`src/rtl/wb_cmd_initiator_if.sv`:
```
// Wishbone initiator/responder signal bundle used by wb_cmd_initiator.
//   master : drives cyc/stb/we/adr/dat/sel, receives ack and read data
//   slave  : the responder side of the same wires
interface wb_cmd_initiator_if;
  logic        wb_cyc_o;
  logic        wb_stb_o;
  logic        wb_we_o;
  logic [31:0] wb_adr_o;
  logic [31:0] wb_dat_o;
  logic [3:0]  wb_sel_o;
  logic        wb_ack_i;
  logic [31:0] wb_dat_i;

  modport master (
    output wb_cyc_o, wb_stb_o, wb_we_o, wb_adr_o, wb_dat_o, wb_sel_o,
    input  wb_ack_i, wb_dat_i
  );

  modport slave (
    input  wb_cyc_o, wb_stb_o, wb_we_o, wb_adr_o, wb_dat_o, wb_sel_o,
    output wb_ack_i, wb_dat_i
  );
endinterface

```
`src/rtl/wb_cmd_initiator.sv`:
```
// Single-outstanding Wishbone initiator: turns one command into one bus
// transfer and returns one response (read data, or an error on timeout).
// Ports:
//   wb_clk_i, wb_rst_i       clock, synchronous active-high reset
//   cmd_valid/cmd_ready      command handshake; cmd_we/adr/dat/sel payload
//   rsp_valid/rsp_ready      response handshake; rsp_dat, rsp_err payload
//   busy                     high whenever the block is not idle
//   wb                       Wishbone initiator side (master modport)
module wb_cmd_initiator #(
  parameter int unsigned TIMEOUT = 16
) (
  input  logic        wb_clk_i,
  input  logic        wb_rst_i,
  input  logic        cmd_valid,
  output logic        cmd_ready,
  input  logic        cmd_we,
  input  logic [31:0] cmd_adr,
  input  logic [31:0] cmd_dat,
  input  logic [3:0]  cmd_sel,
  output logic        rsp_valid,
  input  logic        rsp_ready,
  output logic [31:0] rsp_dat,
  output logic        rsp_err,
  output logic        busy,
  wb_cmd_initiator_if.master wb
);

  typedef enum logic [1:0] {S_IDLE, S_BUS, S_RESP} state_t;

  // Last BUS cycle index before giving up on the responder.
  localparam logic [7:0] LAST_CYCLE = 8'(TIMEOUT - 1);

  state_t      state_q, state_d;
  logic        cyc_q, cyc_d;
  logic        we_q, we_d;
  logic [31:0] adr_q, adr_d;
  logic [31:0] dat_q, dat_d;
  logic [3:0]  sel_q, sel_d;
  logic [7:0]  count_q, count_d;
  logic        rsp_valid_q, rsp_valid_d;
  logic        rsp_err_q, rsp_err_d;
  logic [31:0] rsp_dat_q, rsp_dat_d;

  always_comb begin
    // NOTE: every signal gets its hold value first so no path through the
    // case statement leaves one unassigned, which would infer a latch.
    state_d     = state_q;
    cyc_d       = cyc_q;
    we_d        = we_q;
    adr_d       = adr_q;
    dat_d       = dat_q;
    sel_d       = sel_q;
    count_d     = count_q;
    rsp_valid_d = rsp_valid_q;
    rsp_err_d   = rsp_err_q;
    rsp_dat_d   = rsp_dat_q;

    unique case (state_q)
      S_IDLE: begin
        if (cmd_valid) begin
          state_d = S_BUS;
          cyc_d   = 1'b1;
          we_d    = cmd_we;
          adr_d   = cmd_adr;
          dat_d   = cmd_dat;
          sel_d   = cmd_sel;
          count_d = '0;
        end
      end

      S_BUS: begin
        // Ack wins over timeout when both land in the same cycle.
        if (wb.wb_ack_i) begin
          state_d     = S_RESP;
          cyc_d       = 1'b0;
          rsp_valid_d = 1'b1;
          rsp_err_d   = 1'b0;
          rsp_dat_d   = we_q ? 32'h0 : wb.wb_dat_i;
        end else if (count_q == LAST_CYCLE) begin
          state_d     = S_RESP;
          cyc_d       = 1'b0;
          rsp_valid_d = 1'b1;
          rsp_err_d   = 1'b1;
          rsp_dat_d   = 32'hFFFF_FFFF;
        end else begin
          count_d = count_q + 8'd1;
        end
      end

      S_RESP: begin
        if (rsp_ready) begin
          state_d     = S_IDLE;
          rsp_valid_d = 1'b0;
        end
      end

      default: state_d = S_IDLE;
    endcase
  end

  // NOTE: state is updated with non-blocking assignments so every register
  // samples the pre-edge values, independent of statement order.
  always_ff @(posedge wb_clk_i) begin
    if (wb_rst_i) begin
      state_q     <= S_IDLE;
      cyc_q       <= 1'b0;
      we_q        <= 1'b0;
      adr_q       <= '0;
      dat_q       <= '0;
      sel_q       <= '0;
      count_q     <= '0;
      rsp_valid_q <= 1'b0;
      rsp_err_q   <= 1'b0;
      rsp_dat_q   <= '0;
    end else begin
      state_q     <= state_d;
      cyc_q       <= cyc_d;
      we_q        <= we_d;
      adr_q       <= adr_d;
      dat_q       <= dat_d;
      sel_q       <= sel_d;
      count_q     <= count_d;
      rsp_valid_q <= rsp_valid_d;
      rsp_err_q   <= rsp_err_d;
      rsp_dat_q   <= rsp_dat_d;
    end
  end

  // cyc and stb always move together, so one register drives both.
  assign wb.wb_cyc_o = cyc_q;
  assign wb.wb_stb_o = cyc_q;
  assign wb.wb_we_o  = we_q;
  assign wb.wb_adr_o = adr_q;
  assign wb.wb_dat_o = dat_q;
  assign wb.wb_sel_o = sel_q;

  assign rsp_valid = rsp_valid_q;
  assign rsp_err   = rsp_err_q;
  assign rsp_dat   = rsp_dat_q;

  assign cmd_ready = (state_q == S_IDLE);
  assign busy      = (state_q != S_IDLE);

endmodule

```
`src/flat_wrapper.sv`:
```
// flat-port wrapper written by rule: the top's interface ports become plain ports
module wb_cmd_initiator_flat 
#(
  parameter int unsigned TIMEOUT = 16
)
  (wb_clk_i, wb_rst_i, cmd_valid, cmd_ready, cmd_we, cmd_adr, cmd_dat, cmd_sel, rsp_valid, rsp_ready, rsp_dat, rsp_err, busy, wb_wb_cyc_o, wb_wb_stb_o, wb_wb_we_o, wb_wb_adr_o, wb_wb_dat_o, wb_wb_sel_o, wb_wb_ack_i, wb_wb_dat_i);
  wb_cmd_initiator_if wb_i ();
  input  logic wb_clk_i;
  input  logic wb_rst_i;
  input  logic cmd_valid;
  output logic cmd_ready;
  input  logic cmd_we;
  input  logic [31:0] cmd_adr;
  input  logic [31:0] cmd_dat;
  input  logic [3:0] cmd_sel;
  output logic rsp_valid;
  input  logic rsp_ready;
  output logic [31:0] rsp_dat;
  output logic rsp_err;
  output logic busy;
  output wire logic [$bits(wb_i.wb_cyc_o)-1:0] wb_wb_cyc_o;
  output wire logic [$bits(wb_i.wb_stb_o)-1:0] wb_wb_stb_o;
  output wire logic [$bits(wb_i.wb_we_o)-1:0] wb_wb_we_o;
  output wire logic [$bits(wb_i.wb_adr_o)-1:0] wb_wb_adr_o;
  output wire logic [$bits(wb_i.wb_dat_o)-1:0] wb_wb_dat_o;
  output wire logic [$bits(wb_i.wb_sel_o)-1:0] wb_wb_sel_o;
  input wire logic [$bits(wb_i.wb_ack_i)-1:0] wb_wb_ack_i;
  input wire logic [$bits(wb_i.wb_dat_i)-1:0] wb_wb_dat_i;
  assign wb_wb_cyc_o = wb_i.wb_cyc_o;
  assign wb_wb_stb_o = wb_i.wb_stb_o;
  assign wb_wb_we_o = wb_i.wb_we_o;
  assign wb_wb_adr_o = wb_i.wb_adr_o;
  assign wb_wb_dat_o = wb_i.wb_dat_o;
  assign wb_wb_sel_o = wb_i.wb_sel_o;
  assign wb_i.wb_ack_i = wb_wb_ack_i;
  assign wb_i.wb_dat_i = wb_wb_dat_i;
  wb_cmd_initiator #(.TIMEOUT(TIMEOUT)) u_core (.wb_clk_i(wb_clk_i), .wb_rst_i(wb_rst_i), .cmd_valid(cmd_valid), .cmd_ready(cmd_ready), .cmd_we(cmd_we), .cmd_adr(cmd_adr), .cmd_dat(cmd_dat), .cmd_sel(cmd_sel), .rsp_valid(rsp_valid), .rsp_ready(rsp_ready), .rsp_dat(rsp_dat), .rsp_err(rsp_err), .busy(busy), .wb(wb_i));
endmodule
```
`config.mk`:
```
export PLATFORM = sky130hd
export DESIGN_NAME = wb_cmd_initiator_flat
export DESIGN_NICKNAME = d
export VERILOG_FILES = /design/src/rtl/wb_cmd_initiator_if.sv /design/src/rtl/wb_cmd_initiator.sv /design/src/flat_wrapper.sv
export SDC_FILE = /design/constraint.sdc
export NUM_CORES = 1
export LEC_CHECK = 0
export ABC_AREA = 1
export CAP_MARGIN = 0
export CORE_MARGIN = 2
export CORE_UTILIZATION = 44
export CTS_CLUSTER_DIAMETER = 80
export DETAILED_ROUTE_END_ITERATION = 10
export GPL_ROUTABILITY_DRIVEN = 0
export HOLD_SLACK_MARGIN = 0.12
export PLACE_DENSITY = 0.92
export SETUP_SLACK_MARGIN = 0.5
export SYNTH_ARGS = -nofsm -noshare
export SYNTH_HDL_FRONTEND = slang
export SYNTH_SLANG_ARGS = --single-unit
```
`constraint.sdc`:
```
create_clock -name wb_clk_i -period 3.4 [get_ports wb_clk_i]
set_input_delay 1.02 -clock wb_clk_i [delete_from_list [all_inputs] [get_ports wb_clk_i]]
set_output_delay 1.02 -clock wb_clk_i [all_outputs]
set_load 0.02 [all_outputs]
```
==> flow_summary_export.csv, run 1 <==
group,metric,value,unit
status,result_of_the_run,"finished, final reports clean",
layout,final_area,7230,sq um
pwr,switchingPower,1060,uW
clock_network,cts_buffer_depth,2,
route,drt_first_iter_violations,175,
sta,fmaxAchievable,378,MHz
logic_synthesis,avgSynthCellArea,7.68,sq um
clock_network,tritoncts_clock_tree,"built",
die,boundary_pin_count,213,
sta,final.hold.worst_slack,0.472,ns
route,vias,4625,
worst_setup_path,regToRegStartpoint,"u_core.state_q[1]",
die,core_area,9860,sq um
logic_synthesis,netlist_area,4510,sq um
worst_setup_path,worst_r2r_endpoint,"u_core.rsp_dat[1]",
logic_synthesis,ys_warn_count,0,
worst_setup_path,worst-path-buf-inv,1,
pwr,power.static_leakage,0.00304,uW
worst_setup_path,worst_path_largest_cell_delay,0.62,ns
logic_synthesis,synth.ff_latch_count,114,
sta,slew_headroom,0.334,
global_routing,grt_max_degree,69,
sta,final_min_period_over_clock_period,0.778,
worst_setup_path,path_delay_family,"buffers and inverters",
logic_synthesis,async_reset_ff_frac,0,
placement,place_area,6650,sq um
sta,final-max-slew-violation-count,0,
worst_setup_path,worstPathArrival,1.63,ns
placement,io_buffer_count,212,
sta,post-route-min-period,2.65,ns
clock_network,cts.repair.resized,0,
layout,area_growth_syn_to_layout,60.4,%
worst_setup_path,slowest_stage,"sky130_fd_sc_hd__clkdlybuf4s50_1",
logic_synthesis,synth_nets,694,
die,initial_utilization,0.457,
global_routing,grt_overflow,0,
placement,place_hpwl,9490,um
pwr,power_frac_seq,0.375,
logic_synthesis,cell_type_contributing_the_most_total_cell_area_after_synthesis,"sky130_fd_sc_hd__dfxtp_1",
clock_network,cts_buffers,17,
worst_setup_path,crit_path_end,"cmd_ready",
worst_setup_path,r2r_cells,7,
clock_network,cts_hold_buffers,0,
worst_setup_path,critical_path_depth,2,
sta,finClkSkew,0.00759,ns
worst_hold_path,hold_class,"flip-flop to flip-flop",
clock_network,cts_root_buf,"sky130_fd_sc_hd__clkbuf_8",
pwr,pwr-share-comb,0.193,
pwr,irDropWorstVdd,332,uV
route,postRouteAntennaNets,0,
layout,design.final.nets,892,
worst_setup_path,worst_setup_path_startpoint,"u_core.state_q[0]",
global_routing,grt_first_pass_wirelength,21700,um
die,std_cell_rows,36,
logic_synthesis,post-synth-top-area-fraction,0.507,
worst_setup_path,required,2.38,ns
clock_network,htreeDepth,4,
worst_setup_path,worstPathCellList,"nor2_2 -> clkdlybuf4s50_1",
global_routing,global_route.usage.total,0.246,
sta,fin_tns_setup,0,ns
logic_synthesis,synth.yosys.seq_area_share,0.507,
logic_synthesis,number_of_library_cell_types_mapped_by_synthesis,27,
route,drt_drc_violations_left,0,
die,chipHeight,105,um
pwr,cellPowerDensity,557,nW/um^2
route,route.detailed.wl_per_inst,14.8,um
global_routing,antenna_violations_before_repair,0,
die,fp.dieArea,11100,sq um
logic_synthesis,yosys-top-cells-count,"185 x sky130_fd_sc_hd__nor2_1, 114 x sky130_fd_sc_hd__dfxtp_1, 70 x sky130_fd_sc_hd__o21ai_0",
sta,grt_setup_unrepaired,"false",
worst_setup_path,criticalPathCategory,"flip-flop to output port",
die,die_width,105,um
sta,worstMarginPinSlew,0.998,ns
sta,hold_violation_count_in_the_final_report,0,
worst_setup_path,critical_path_startpoint_category,"flip-flop",
logic_synthesis,synthesis.instances,587,
clock_network,cts.reportedPaths.clkPinSlew,0.05,ns
logic_synthesis,synth_edf_count,0,
route,pre_antenna_drt_iters,4,
layout,fillers,686,
clock_network,clock_sinks,114,
worst_setup_path,worst-path-max-fanout,4,
clock_network,cts_setup_buffers,0,
pwr,switching_fraction_of_total_power,0.264,
route,postRouteWirelength,13700,um
global_routing,vias_in_the_first_global_route,4608,
worst_setup_path,worstSetupEndpointType,"output port",
layout,num_antenna_cells,0,
pwr,clock_power_share,0.432,
layout,drive_gt1_frac,0.129,
logic_synthesis,synthMostInstantiatedCell,"sky130_fd_sc_hd__nor2_1",
worst_setup_path,timing.reg2reg.setup_slack,1.59,ns
pwr,intPower,2970,uW
logic_synthesis,synthFlopType,"sky130_fd_sc_hd__dfxtp_1",
clock_network,clkLatencyLatePin,0.51,ns
logic_synthesis,synth.area.top_cells,"sky130_fd_sc_hd__dfxtp_1 51%, sky130_fd_sc_hd__nor2_1 15%, sky130_fd_sc_hd__o21ai_0 7.8%, sky130_fd_sc_hd__o21ai_2 4.7%, sky130_fd_sc_hd__a21oi_1 4.3%",
route,routed_via_density,4.97,
run,maxCapViolations,0,
sta,setup_viol,0,
==> sequential cells by signal, indices dropped and copies added (netlist names) <==
signal / flops
u_core.state_q: 2
u_core.rsp_err: 1
u_core.wb.wb_cyc_o: 1
u_core.wb.wb_sel_o: 4
u_core.rsp_valid: 1
u_core.wb.wb_dat_o: 32
u_core.wb.wb_we_o: 1
u_core.wb.wb_adr_o: 32
u_core.count_q: 8
u_core.rsp_dat: 32
==> layer usage <==
layer	wire length, um	global-route usage	share of wire
met1	5050	0.250	0.37
met2	7440	0.453	0.54
met3	816	0.0705	0.059
met4	427	0.128	0.031
met5	0	0	0
==> worst reg2reg max path, delay by kind of cell, from the launching register on <==
kind                   cells  cell delay [ns]
AOI/OAI and AO/OA          1             0.30
buffers and inverters      3             0.19
DFF                        1             0.35
and+or+nand+nor            3             0.87
==> stage by stage <==
step	total power [uW]	util	instances	setup slack (ns)
2_1_floorplan	1920	-	587	1.54
3_3_place_gp	2280	0.674	899	0.753
3_5_place_dp	2310	0.674	899	0.723
4_1_cts	4060	0.733	930	0.718
5_1_grt	4190	0.733	930	0.677
6_report	4030	0.733	930	0.754
==> cells by family (layout without fill, tap and decap cells) <==
logic type	count (synthesis)	in the layout	synth area share
AND/OR/NAND/NOR	240	240	0.214
adder cells (fa/ha/maj)	1	1	0.00278
AO/OA/AOI/OAI	146	146	0.187
flip-flops	114	114	0.507
buffers and inverters	86	296	0.0894
==> power groups by stage <==
stage	Sequential, uW	Clock, uW	Combinational (uW)
4_1_cts	1510	1760	782
6_report	1510	1740	779
3_3_place_gp	1530	0	753
5_1_grt	1520	1830	835
3_5_place_dp	1540	0	774
2_1_floorplan	1650	0	270
==> how the worst min path moves through the flow <==
stage,start,to,depth (start not counted)
global placement,u_core.rsp_dat[2],u_core.rsp_dat[2],2
floorplan,u_core.count_q[0],u_core.count_q[0],2
finish,u_core.rsp_dat[13],u_core.rsp_dat[13],2
CTS,u_core.rsp_dat[31],u_core.rsp_dat[31],2
detailed placement,u_core.rsp_dat[29],u_core.rsp_dat[29],2
global route,u_core.rsp_dat[13],u_core.rsp_dat[13],2
==> placed cells by master, fill, tap and decap left out, types with 3 or more instances in the layout <==
master,netlist,layout
sky130_fd_sc_hd__nand3_1,13,13
sky130_fd_sc_hd__o21ai_1,9,9
sky130_fd_sc_hd__o21ai_0,70,70
sky130_fd_sc_hd__inv_2,33,34
sky130_fd_sc_hd__inv_1,15,14
sky130_fd_sc_hd__buf_12,0,3
sky130_fd_sc_hd__nand2_4,3,3
sky130_fd_sc_hd__o21ai_2,24,24
sky130_fd_sc_hd__bufinv_16,0,3
sky130_fd_sc_hd__clkdlybuf4s50_1,0,212
sky130_fd_sc_hd__clkinv_2,0,4
sky130_fd_sc_hd__a21oi_1,39,39
sky130_fd_sc_hd__clkbuf_8,0,3
sky130_fd_sc_hd__dfxtp_1,114,114
sky130_fd_sc_hd__clkbuf_16,0,16
sky130_fd_sc_hd__nand2_1,30,30
sky130_fd_sc_hd__nor2_1,185,185
sky130_fd_sc_hd__nand2_2,3,3
==> layout make-up <==
| type | instances | area, sq um | share of cell area |
|---|---|---|---|
| multi-input combinational | 387 | 1820 | 0.252 |
| timing repair buffer | 216 | 2190 | 0.303 |
| tap | 133 | 166 | 0.0230 |
| sequential | 114 | 2280 | 0.316 |
| clock buffer | 21 | 449 | 0.0621 |
| inverter | 49 | 186 | 0.0258 |
| clock inverter | 10 | 134 | 0.0185 |
No activity file was read; power rests on OpenSTA's default activity.
==> inputs of run 2 (changes only) <==
CORE_UTILIZATION = 37   (was 44)
PLACE_DENSITY = 0.83   (was 0.92)
clock period = 2.1 ns   (was 3.4 ns; I/O delays follow)
==> flow_summary_export.csv, run 2 (synthesized netlist as in run 1, its figures left out) <==
group,metric,value,unit
status,result_of_the_run,"finished, final reports clean",
pwr,power.static_leakage,0.00330,uW
die,boundary_pin_count,213,
layout,design.final.nets,904,
clock_network,clkLatencyLatePin,0.42,ns
die,die_width,114,um
run,maxCapViolations,0,
clock_network,htreeDepth,4,
die,chipHeight,114,um
route,postRouteWirelength,12700,um
worst_setup_path,worstPathCellList,"nor2_4 -> inv_2 -> buf_6",
sta,worstMarginPinSlew,0.353,ns
global_routing,grt.met1_usage,0.229,
worst_hold_path,min_from,"u_core.rsp_dat[19]",
sta,setup_viol,0,
worst_setup_path,critical_path_startpoint_category,"flip-flop",
worst_hold_path,min_path_cells,2,
global_routing,grt_overflow,0,
die,std_cell_rows,40,
worst_hold_path,holdPathEnd,"u_core.rsp_dat[19]",
global_routing,grt_first_pass_wirelength,20300,um
layout,num_antenna_cells,0,
worst_setup_path,regToRegStartpoint,"u_core.count_q[0]",
route,routed_via_density,4.66,
sta,fmaxAchievable,597,MHz
clock_network,cts_root_buf,"sky130_fd_sc_hd__clkbuf_16",
route,drt_drc_violations_left,0,
worst_setup_path,worst-path-max-fanout,3,
sta,final-max-slew-violation-count,0,
worst_setup_path,worst_r2r_endpoint,"u_core.rsp_dat[23]",
worst_setup_path,r2r_cells,8,
layout,fillers,1098,
placement,io_buffer_count,212,
worst_setup_path,timing.reg2reg.setup_slack,0.62,ns
global_routing,antenna_violations_before_repair,1,
worst_setup_path,worstPathArrival,1.05,ns
die,initial_utilization,0.377,
sta,hold_violation_count_in_the_final_report,0,
global_routing,gr-usage-met2,0.329,
route,pre_antenna_drt_iters,5,
worst_setup_path,slowest_stage,"sky130_fd_sc_hd__dfxtp_2",
clock_network,cts_buffer_depth,2,
worst_setup_path,required,1.47,ns
global_routing,vias_in_the_first_global_route,4120,
die,fp.dieArea,13100,sq um
layout,area_growth_syn_to_layout,55.6,%
route,vias,4456,
clock_network,cts_hold_buffers,0,
clock_network,cts_buffers,17,
sta,post-route-min-period,1.68,ns
placement,preCtsSetupSlack,0.174,ns
route,route.detailed.wl_per_inst,13.2,um
global_routing,grt_max_degree,57,
clock_network,tritoncts_clock_tree,"built",
pwr,irDropWorstVdd,517,uV
pwr,total_power,6680,uW
die,core_area,12000,sq um
pwr,cellPowerDensity,953,nW/um^2
sta,grt_setup_unrepaired,"true",
sta,slew_headroom,0.765,
sta,worst_slack,0.424,ns
route,postRouteAntennaNets,0,
worst_setup_path,path_delay_family,"flip-flops",
sta,final.hold.worst_slack,0.455,ns
clock_network,clock_sinks,114,
worst_setup_path,worstSetupEndpointType,"output port",
sta,finClkSkew,0.00715,ns
placement,place_hpwl,8600,um
sta,fin_tns_setup,0,ns
clock_network,cts.reportedPaths.clkPinSlew,0.05,ns
route,drt_first_iter_violations,264,
layout,drive_gt1_frac,0.293,
global_routing,global_route.usage.total,0.199,
worst_setup_path,worst_path_largest_cell_delay,0.33,ns
layout,most-common-layout-cells,"185 x sky130_fd_sc_hd__nor2_1, 105 x sky130_fd_sc_hd__clkdlybuf4s50_1, 104 x sky130_fd_sc_hd__dfxtp_1",
worst_hold_path,hold_class,"flip-flop to flip-flop",
global_routing,grt-busiest-layer,"met2",
worst_setup_path,worst-path-buf-inv,2,
layout,layout_commonest_cell,"sky130_fd_sc_hd__nor2_1",
worst_setup_path,criticalPathCategory,"flip-flop to output port",
global_routing,grt.met3_usage,0.0746,
sta,final_min_period_over_clock_period,0.798,
[run 2: changes by cell type in the layout (fill, tap and decap cells not counted), sizes merged]
| cell | before | now |
|---|---|---|
| buf | 4 | 122 |
| bufinv | 3 | 5 |
| clkbuf | 21 | 18 |
| clkdlybuf4s50 | 212 | 105 |
| clkinv | 5 | 7 |
| clkinvlp | 2 | 3 |
[run 2: how the worst max path moves through the flow]
stage	start	endpoint	slack, ns	cells past startpoint
floorplan	wb_rst_i	u_core.rsp_dat[27]	0.63	5
detailed placement	cmd_valid	u_core.wb.wb_adr_o[17]	0.17	6
global route	u_core.state_q[1]	busy	0.38	3
CTS	u_core.state_q[0]	busy	0.39	3
global placement	cmd_valid	u_core.wb.wb_dat_o[12]	0.20	6
finish	u_core.state_q[1]	busy	0.42	3
[run 2: through the flow]
| stage | utilization | instances | cell area, sq um |
|---|---|---|---|
| 6_report | 0.586 | 957 | 7010 |
| 5_1_grt | 0.586 | 957 | 7010 |
| 4_1_cts | 0.577 | 956 | 6900 |
| 3_5_place_dp | 0.565 | 922 | 6760 |
| 3_3_place_gp | 0.565 | 922 | 6760 |
| 2_1_floorplan | - | 587 | 4510 |
[run 2: area by class of cell]
| type | count | area, sq um | area share |
|---|---|---|---|
| clock buffer | 17 | 425 | 0.0607 |
| clock inverter | 15 | 215 | 0.0307 |
| inverter | 49 | 186 | 0.0266 |
| multi-input combinational | 387 | 1840 | 0.262 |
| sequential | 114 | 2300 | 0.328 |
| tap | 147 | 184 | 0.0262 |
| timing repair buffer | 228 | 1870 | 0.266 |
[run 2: timing repair]
action                                  4_1_cts  5_1_grt
endpoints found under the setup margin      107       55
pin swaps                                     1        1
gates cloned                                  0        1
buffers inserted                              2        0
resized for setup                           437       37
[run 2: where the power goes]
part	leakage, uW	internal, uW	switching [uW]
registers	0.000944	2340	92.1
logic	0.00205	502	641
clock network	0.000308	2090	1010
[run 2: routing by layer]
layer  vias up  share of wire
li1       2291              -
met1      2005           0.43
met4         0          0.020
met3        18          0.072
met2       142           0.48
met5         -              0
[run 2: worst reg2reg max path, cell delays in order, from the launching register on]
cell and delay (ns):
sky130_fd_sc_hd__dfxtp_1 0.37, sky130_fd_sc_hd__ha_2 0.22, sky130_fd_sc_hd__nand3_2 0.12, sky130_fd_sc_hd__nor2_1 0.15, sky130_fd_sc_hd__nand2_2 0.12, sky130_fd_sc_hd__nand2_8 0.14, sky130_fd_sc_hd__clkbuf_16 0.19, sky130_fd_sc_hd__o21ai_2 0.06
sky130_fd_sc_hd__inv_2 0.04
==> inputs of run 3 (changes only) <==
CORE_UTILIZATION = 41   (was 37)
PLACE_DENSITY = 0.87   (was 0.83)
clock period = 1.62 ns   (was 2.1 ns; I/O delays follow)
==> flow_summary_export.csv, run 3 (synthesized netlist as in run 1, its figures left out) <==
group,metric,value,unit
placement,io_buffer_count,212,
route,route.detailed.wl_per_inst,23.8,um
worst_setup_path,critical_path_startpoint_category,"flip-flop",
worst_setup_path,worstPathCellList,"nor2_4 -> inv_2 -> buf_6",
layout,finalCoreUtilization,0.910,
worst_setup_path,worstSetupEndpointType,"output port",
sta,final-max-slew-violation-count,0,
route,vias,6109,
global_routing,grt_first_pass_wirelength,28900,um
pwr,cellPowerDensity,1040,nW/um^2
layout,layout_commonest_cell,"sky130_fd_sc_hd__nor2_1",
clock_network,htreeDepth,4,
clock_network,cts_buffers,17,
worst_setup_path,required,1.13,ns
clock_network,clock_sinks,114,
sta,setup_viol,2,
pwr,power.static_leakage,0.00434,uW
status,violations,"negative setup slack",
worst_setup_path,worst_path_largest_cell_delay,0.36,ns
sta,finClkSkew,0.0110,ns
die,std_cell_rows,38,
die,initial_utilization,0.417,
global_routing,grt_overflow,0,
sta,hold_violation_count_in_the_final_report,0,
global_routing,gr-usage-met2,0.594,
status,result_of_the_run,"finished with violations",
sta,grt_setup_unrepaired,"true",
worst_setup_path,criticalPathCategory,"flip-flop to output port",
sta,worst_slack,-0.0560,ns
die,core_area,10800,sq um
global_routing,grt.met1_usage,0.324,
global_routing,grt-busiest-layer,"met2",
die,fp.dieArea,11800,sq um
clock_network,cts_hold_buffers,0,
layout,num_antenna_cells,0,
route,routed_via_density,5.75,
worst_setup_path,worstPathArrival,1.19,ns
sta,post-route-min-period,1.68,ns
route,postRouteWirelength,25300,um
layout,most-common-layout-cells,"162 x sky130_fd_sc_hd__nor2_1, 112 x sky130_fd_sc_hd__buf_6, 105 x sky130_fd_sc_hd__clkdlybuf4s50_1",
placement,preCtsSetupSlack,-0.166,ns
worst_setup_path,worst-path-max-fanout,3,
clock_network,cts.reportedPaths.clkPinSlew,0.06,ns
layout,final_area,9820,sq um
route,drt_first_iter_violations,794,
placement,place_area,7060,sq um
sta,slew_headroom,0.688,
global_routing,vias_in_the_first_global_route,5542,
run,maxCapViolations,0,
layout,area_growth_syn_to_layout,118,%
worst_hold_path,hold_class,"flip-flop to flip-flop",
global_routing,grt.met3_usage,0.108,
worst_setup_path,slowest_stage,"sky130_fd_sc_hd__dfxtp_4",
global_routing,global_route.usage.total,0.326,
clock_network,clkLatencyLatePin,0.55,ns
pwr,total_power,10200,uW
placement,place_hpwl,9640,um
clock_network,cts_root_buf,"sky130_fd_sc_hd__clkbuf_8",
worst_setup_path,path_delay_family,"flip-flops",
global_routing,grt_max_degree,45,
pwr,irDropWorstVdd,883,uV
sta,fmaxAchievable,597,MHz
sta,worstMarginPinSlew,0.468,ns
layout,drive_gt1_frac,0.598,
die,die_width,109,um
route,postRouteAntennaNets,0,
clock_network,cts_buffer_depth,2,
route,drt_drc_violations_left,0,
die,boundary_pin_count,213,
worst_setup_path,worst-path-buf-inv,2,
route,pre_antenna_drt_iters,7,
sta,final_min_period_over_clock_period,1.03,
die,chipHeight,109,um
clock_network,tritoncts_clock_tree,"built",
global_routing,antenna_violations_before_repair,0,
layout,design.final.nets,1017,
==> run 3: cell types whose count changed in the layout (fill, tap and decap cells not counted), moves of 15 or more <==
cell / delta
sky130_fd_sc_hd__dfxtp_2: +95
sky130_fd_sc_hd__dfxtp_1: -102
sky130_fd_sc_hd__o21ai_4: +25
sky130_fd_sc_hd__a21oi_2: +26
sky130_fd_sc_hd__buf_4: +50
sky130_fd_sc_hd__nor2_2: +17
sky130_fd_sc_hd__buf_2: -78
sky130_fd_sc_hd__nor2_1: -23
sky130_fd_sc_hd__buf_12: +15
sky130_fd_sc_hd__o21ai_1: +42
sky130_fd_sc_hd__o21ai_0: -63
sky130_fd_sc_hd__buf_6: +110
sky130_fd_sc_hd__a21oi_1: -35
==> run 3: area by class of cell <==
| class | instances | area [sq um] |
|---|---|---|
| clock buffers | 24 | 510 |
| flip-flops and latches | 114 | 2440 |
| repair buffers | 340 | 3780 |
| well taps | 140 | 175 |
| multi-input cells | 388 | 2570 |
| inverters | 49 | 204 |
| fillers | 379 | 968 |
| clock inverters | 8 | 145 |
==> run 3: timing repair <==
item / CTS / global route
setup endpoints to repair: 221 / 221
buffers inserted: 45 / 36
hold endpoints to repair: 0 / 0
cloned: 10 / 5
resized for setup: 840 / 107
pin swaps: 32 / 20
==> run 3: path summary, 6_finish.rpt <==
path / startpoint / endpoint / slack, ns / cells past startpoint
setup / recovery: u_core.state_q[0] / busy / -0.06 / 3
hold / removal: u_core.wb.wb_adr_o[5] / u_core.wb.wb_adr_o[5] / 0.48 / 2
setup reg to reg: u_core.count_q[6] / u_core.rsp_dat[24] / 0.03 / 9
hold reg to reg: u_core.wb.wb_adr_o[5] / u_core.wb.wb_adr_o[5] / 0.48 / 2
==> run 3: worst min-delay path: cells and delay by family, from the launching register on <==
family	cells	cell delay (ns)
simple gates	2	0.11
flops	1	0.33
==> run 3: routing by layer <==
layer | wire [um] | part of all wire
met1 | 8440 | 0.33
met2 | 12300 | 0.49
met3 | 2600 | 0.10
met5 | 0 | 0
met4 | 1960 | 0.077
==> run 3: where the power goes <==
group | internal [uW] | total (uW) | switching (uW)
Sequential | 3080 | 3280 | 204
Clock | 2790 | 4230 | 1440
Combinational | 1330 | 2670 | 1340
Total | 7190 | 10200 | 2980
==> run 3: metrics by stage <==
stage	cells	setup TNS, ns	hold slack [ns]
3_3_place_gp	935	-4.66	0.448
5_1_grt	1063	-0.193	0.495
3_5_place_dp	935	-6.75	0.454
4_1_cts	1022	-0.0851	0.455
2_1_floorplan	587	0	0.495
6_report	1063	-0.108	0.476
